===== src/rtl/stopwatch_core_pkg.sv =====
// Shared definitions for the stopwatch: FSM encoding and digit limits.
package stopwatch_core_pkg;

    typedef enum logic [1:0] {
        ST_IDLE  = 2'd0,
        ST_RUN   = 2'd1,
        ST_PAUSE = 2'd2
    } sw_state_e;

    localparam int CSEC_MAX = 99;
    localparam int SEC_MAX  = 59;
    localparam int MIN_MAX  = 59;

    // Width of the prescaler; covers the full legal USEC_PER_CSEC range.
    localparam int PRESC_W  = 14;

endpackage


===== src/rtl/stopwatch_core_counter_modn.sv =====
// Modulo-N counter stage: enable in, synchronous clear, combinational carry out
// asserted on the enabled cycle that wraps the count back to zero.
module counter_modn #(
    parameter int MODULUS = 10,
    parameter int W       = 4
) (
    input  logic         clk,
    input  logic         reset,
    input  logic         clr_i,
    input  logic         en_i,
    output logic [W-1:0] cnt_o,
    output logic         carry_o
);

    localparam logic [W-1:0] TERM = W'(MODULUS - 1);

    logic [W-1:0] cnt_q;

    assign carry_o = en_i && (cnt_q == TERM);
    assign cnt_o   = cnt_q;

    // Count on enable, wrap at terminal count; clear wins over enable.
    always_ff @(posedge clk or posedge reset) begin
        if (reset)
            cnt_q <= '0;
        else if (clr_i)
            cnt_q <= '0;
        else if (en_i)
            cnt_q <= (cnt_q == TERM) ? '0 : cnt_q + 1'b1;
    end

endmodule


===== src/rtl/stopwatch_core.sv =====
// Stopwatch core: run/pause/idle FSM, microsecond prescaler, csec/sec/min
// digit chain and a lap hold register that freezes the display.
module stopwatch_core
    import stopwatch_core_pkg::*;
#(
    parameter int USEC_PER_CSEC = 10000
) (
    input  logic       clk,
    input  logic       reset,
    input  logic       clk_usec,
    input  logic       btn_start_stop,
    input  logic       btn_lap,
    input  logic       btn_clear,
    output logic [5:0] min,
    output logic [5:0] sec,
    output logic [6:0] csec,
    output logic       running,
    output logic       lap_active,
    output logic       sec_pulse
);

    sw_state_e    state_q;
    logic         running_q;
    logic         lap_q;
    logic         sec_pulse_q;
    logic [5:0]   hold_min_q, hold_sec_q;
    logic [6:0]   hold_csec_q;

    logic [PRESC_W-1:0] presc_cnt;
    logic [6:0]   live_csec;
    logic [5:0]   live_sec, live_min;
    logic         count_en, csec_tick, sec_tick, min_tick, min_wrap;

    // Uses the current state, so a pulse on the RUN->PAUSE edge still counts
    // and a pulse on the edge that enters RUN does not.
    assign count_en = (state_q == ST_RUN) && clk_usec && !btn_clear;

    counter_modn #(.MODULUS(USEC_PER_CSEC), .W(PRESC_W)) u_presc (
        .clk(clk), .reset(reset), .clr_i(btn_clear), .en_i(count_en),
        .cnt_o(presc_cnt), .carry_o(csec_tick)
    );

    counter_modn #(.MODULUS(CSEC_MAX + 1), .W(7)) u_csec (
        .clk(clk), .reset(reset), .clr_i(btn_clear), .en_i(csec_tick),
        .cnt_o(live_csec), .carry_o(sec_tick)
    );

    counter_modn #(.MODULUS(SEC_MAX + 1), .W(6)) u_sec (
        .clk(clk), .reset(reset), .clr_i(btn_clear), .en_i(sec_tick),
        .cnt_o(live_sec), .carry_o(min_tick)
    );

    // Minute carry is unused: 59:59.99 simply wraps to zero and keeps going.
    counter_modn #(.MODULUS(MIN_MAX + 1), .W(6)) u_min (
        .clk(clk), .reset(reset), .clr_i(btn_clear), .en_i(min_tick),
        .cnt_o(live_min), .carry_o(min_wrap)
    );

    // Run/pause FSM with registered running flag; clear overrides everything.
    always_ff @(posedge clk or posedge reset) begin
        if (reset) begin
            state_q   <= ST_IDLE;
            running_q <= 1'b0;
        end else if (btn_clear) begin
            state_q   <= ST_IDLE;
            running_q <= 1'b0;
        end else if (btn_start_stop) begin
            case (state_q)
                ST_IDLE:  begin state_q <= ST_RUN;   running_q <= 1'b1; end
                ST_RUN:   begin state_q <= ST_PAUSE; running_q <= 1'b0; end
                ST_PAUSE: begin state_q <= ST_RUN;   running_q <= 1'b1; end
                default:  begin state_q <= ST_IDLE;  running_q <= 1'b0; end
            endcase
        end
    end

    // Lap toggle only while running; setting it snapshots the live time.
    always_ff @(posedge clk or posedge reset) begin
        if (reset) begin
            lap_q       <= 1'b0;
            hold_min_q  <= '0;
            hold_sec_q  <= '0;
            hold_csec_q <= '0;
        end else if (btn_clear) begin
            lap_q       <= 1'b0;
            hold_min_q  <= '0;
            hold_sec_q  <= '0;
            hold_csec_q <= '0;
        end else if (btn_lap && state_q == ST_RUN) begin
            lap_q <= !lap_q;
            if (!lap_q) begin
                hold_min_q  <= live_min;
                hold_sec_q  <= live_sec;
                hold_csec_q <= live_csec;
            end
        end
    end

    // One-cycle flag after each seconds increment, regardless of lap freeze.
    always_ff @(posedge clk or posedge reset) begin
        if (reset)
            sec_pulse_q <= 1'b0;
        else
            sec_pulse_q <= sec_tick;
    end

    assign min        = lap_q ? hold_min_q  : live_min;
    assign sec        = lap_q ? hold_sec_q  : live_sec;
    assign csec       = lap_q ? hold_csec_q : live_csec;
    assign running    = running_q;
    assign lap_active = lap_q;
    assign sec_pulse  = sec_pulse_q;

endmodule


===== config.mk =====
export PLATFORM = sky130hd
export DESIGN_NAME = stopwatch_core
export DESIGN_NICKNAME = d
export VERILOG_FILES = /design/src/rtl/stopwatch_core_pkg.sv /design/src/rtl/stopwatch_core_counter_modn.sv /design/src/rtl/stopwatch_core.sv
export SDC_FILE = /design/constraint.sdc
export NUM_CORES = 1
export LEC_CHECK = 0
export ABC_AREA = 1
export ABC_CLOCK_PERIOD_IN_PS = 1700
export CORE_ASPECT_RATIO = 1.5
export CORE_MARGIN = 2
export CORE_UTILIZATION = 41
export DETAILED_ROUTE_END_ITERATION = 16
export SETUP_SLACK_MARGIN = 0.3
export SLEW_MARGIN = 20
export SYNTH_ARGS = -nofsm -noshare
export SYNTH_HDL_FRONTEND = slang
export SYNTH_SLANG_ARGS = --single-unit

===== constraint.sdc =====
create_clock -name clk -period 1.7 [get_ports clk]
set_input_delay 0.34 -clock clk [delete_from_list [all_inputs] [get_ports clk]]
set_output_delay 0.34 -clock clk [all_outputs]
set_load 0.02 [all_outputs]

==> flow_metrics.env <==
export IMPL_drt_wirelength_per_cell_um=14.5
export IMPL_path_clk_slew_ps=70
export IMPL_cp_max_fo=7
export IMPL_reg2reg_slack_ps=190
export IMPL_worstPathCellList="buf_6, buf_6, nand2_2, nand2_2, buf_6"
export IMPL_synthToLayoutAreaGrowth_pct=51.9
export IMPL_crit_type="reg2out"
export IMPL_mostFrequentLayoutCells="nand2_1, buf_4, dfrtp_1"
export IMPL_rows=39
export IMPL_ir_drop_uv=426
export IMPL_status="complete, no violations"
export IMPL_relSlewSlack=0.787
export IMPL_yosysWarnings=0
export IMPL_cp_required_ps=1360
export IMPL_nets=533
export IMPL_finalSetupViolCount=0
export IMPL_avgSynthCellArea_sq_um=7.31
export IMPL_fill_cells=640
export IMPL_end_kind="output pin"
export IMPL_drc_errors=0
export IMPL_min_period_ps=1690
export IMPL_start_util=0.421
export IMPL_antenna_found_initial=0
export IMPL_totalWireLength_um=9030
export IMPL_track_usage=0.204
export IMPL_cts_tree="built"
export IMPL_hpwl_um=5650
export IMPL_cp_slowest_cell="dfrtp_2"
export IMPL_cts_sinks=56
export IMPL_io_buffers=27
export IMPL_viasPerCell=5.10
export IMPL_cp_start_kind="flip-flop"
export IMPL_holdCritPathClass="in2async"
export IMPL_drt_iter0_markers=135
export IMPL_synthCells=436
export IMPL_core_area_sq_um=7560
export IMPL_clock_latency_ps=300
export IMPL_cts_hold_buffers=0
export IMPL_htreeDepth=2
export IMPL_cts_root_buf="clkbuf_16"
export IMPL_critPathLaunch="lap_active$_DFFE_PP0P_"
export IMPL_grt_pass1_wl_um=14000
export IMPL_die_area_sq_um=8510
export IMPL_path_common_cell="buf_6"
export IMPL_critPathMaxStageDelay_ps=510
export IMPL_p_leak_nw=2.29
export IMPL_io_pins=28
export IMPL_cap_violations=0
export IMPL_netlist_area_sq_um=3190
export IMPL_worstMarginPinSlew_ps=318
export IMPL_globalplace_congestion=0.839
export IMPL_vias=3185
export IMPL_power_density_nw_per_um2=569
export IMPL_r2r_start="u_presc.cnt_o[0]$_DFFE_PP0P_"
export IMPL_chipHeight_um=112
export IMPL_grt_setup_unrepaired="true"
export IMPL_crit_end="sec[0]"
export IMPL_cts_buffers=5
export IMPL_worstRegToRegCells=9
export IMPL_fmax_ghz=0.593
export IMPL_r2r_end="u_presc.cnt_o[4]$_DFFE_PP0P_"
export IMPL_grt_overflow=0
export IMPL_p_total_mw=2.76
export IMPL_ant_nets=0
export IMPL_setup_tns_ps=0
export IMPL_hold_violations=0
export IMPL_synthesis_nets=446
export IMPL_finalMaxSlewViolations=0
export IMPL_arrival_ps=1350
export IMPL_clockBufferDepth=2
export IMPL_drive_above_1_share=0.394
export IMPL_grt_pass1_vias=3021
export IMPL_antenna_cells=0
export IMPL_dieWidth_um=76.0
export IMPL_final_common_cell="nand2_1"
export IMPL_synth_seq_cells=56
export IMPL_grt_start_max_net_pins=57
export IMPL_synth_cell_types=33
export IMPL_drt_pass1_iterations=4
export IMPL_skew_ps=5.88
export IMPL_period_share=0.992
export IMPL_synth_seq_area_share=0.440
[layout make-up]
class                   instances  area (sq um)  area share
inverters                      40           174      0.0359
well taps                     102           128      0.0264
clock buffers                   7           153      0.0315
multi-input cells             326          2070       0.427
flip-flops and latches         56          1410       0.291
repair buffers                 94           908       0.188
[Yosys cell counts]
master / count / area, sq um
a21boi_1: 1 / 7.51
a21oi_1: 4 / 20.0
clkbuf_1: 6 / 22.5
ha_1: 4 / 50.1
inv_2: 6 / 22.5
a31oi_1: 1 / 6.26
nand3b_1: 2 / 15.0
nand2_4: 1 / 11.3
clkinv_1: 2 / 7.51
xor2_1: 3 / 26.3
o21ai_0: 26 / 130
inv_1: 32 / 120
xnor2_1: 3 / 26.3
nor2_4: 5 / 56.3
nand2_2: 2 / 12.5
nor3_2: 1 / 10.0
nand4_1: 10 / 62.6
o22ai_1: 3 / 18.8
nor3b_1: 2 / 15.0
a21oi_2: 2 / 17.5
nor3_1: 6 / 30.0
buf_1: 2 / 7.51
nor2_2: 1 / 6.26
nor2_1: 34 / 128
nand2_1: 149 / 559
o21a_1: 1 / 7.51
buf_6: 1 / 11.3
nand3_1: 52 / 260
o21ai_1: 7 / 35.0
nand4_2: 1 / 12.5
buf_2: 6 / 30.0
nand3_2: 4 / 40.0
dfrtp_1: 56 / 1400
[what timing repair did]
action                     CTS  global route
hold endpoints to repair     0             0
pin swaps                   21            37
gates resized for setup    193           112
cloned                       3             2
setup endpoints to repair   56            71
buffers inserted             9            15
[state kept, by name, indices dropped and copies added, names as in the netlist]
signal,flops
u_sec.cnt_o,6
hold_sec_q,6
running,1
sec_pulse,1
u_min.cnt_o,6
state_q,1
u_csec.cnt_o,7
lap_active,1
hold_csec_q,7
u_presc.cnt_o,14
hold_min_q,6
[metal layers]
metal	vias up	share of wire	global-route usage	routed length, um
met5	-	0	0	0
met4	0	0.015	0.0739	131
met3	8	0.028	0.0284	249
met2	54	0.56	0.379	5090
met1	1542	0.39	0.239	3560
li1	1581	-	-	-
[through the flow]
step,instance area (sq um),setup WS (ps),hold slack [ps],utilization,instances
2_1_floorplan,3200,21.4,406,-,436
3_3_place_gp,3850,-125,493,0.509,589
3_5_place_dp,3850,-143,494,0.509,589
4_1_cts,4280,41.0,487,0.566,608
5_1_grt,4840,-24.4,506,0.640,625
6_report,4840,13.0,463,0.640,625
[power breakdown]
group | total [mW] | internal, mW | switching [mW] | leakage, nW
clock network | 1.09 | 0.620 | 0.470 | 0.0760
logic | 0.306 | 0.121 | 0.185 | 1.44
registers | 1.36 | 1.34 | 0.0168 | 0.770
total | 2.76 | 2.08 | 0.672 | 2.29
[cell families (layout without fill, tap and decap cells)]
family,after synthesis,in the layout,synth area share
compound gates,45,45,0.0762
buf+inv,55,141,0.0695
flops,56,56,0.440
simple gates,270,271,0.382
fa+ha+maj,4,4,0.0157
xor+xnor,6,6,0.0165
[worst min path at each step]
stage / startpoint / end / slack (ps) / cells past startpoint
3_5_place_dp: hold_sec_q[1]$_DFFE_PP0P_ / hold_sec_q[1]$_DFFE_PP0P_ / 490 / 2
6_report: reset / u_presc.cnt_o[8]$_DFFE_PP0P_ / 460 / 3
3_3_place_gp: hold_csec_q[3]$_DFFE_PP0P_ / hold_csec_q[3]$_DFFE_PP0P_ / 490 / 2
4_1_cts: reset / sec_pulse$_DFF_PP0_ / 490 / 3
5_1_grt: reset / u_presc.cnt_o[0]$_DFFE_PP0P_ / 510 / 3
2_1_floorplan: btn_clear / running$_DFFE_PP0P_ / 410 / 1
[critical path, delay by kind of cell (launching register included)]
kind,cells,cell delay (ps)
flip-flops,1,510
buffers and inverters,3,420
AND/OR/NAND/NOR,2,120
Note: power is estimated with default switching activity, not from simulation.
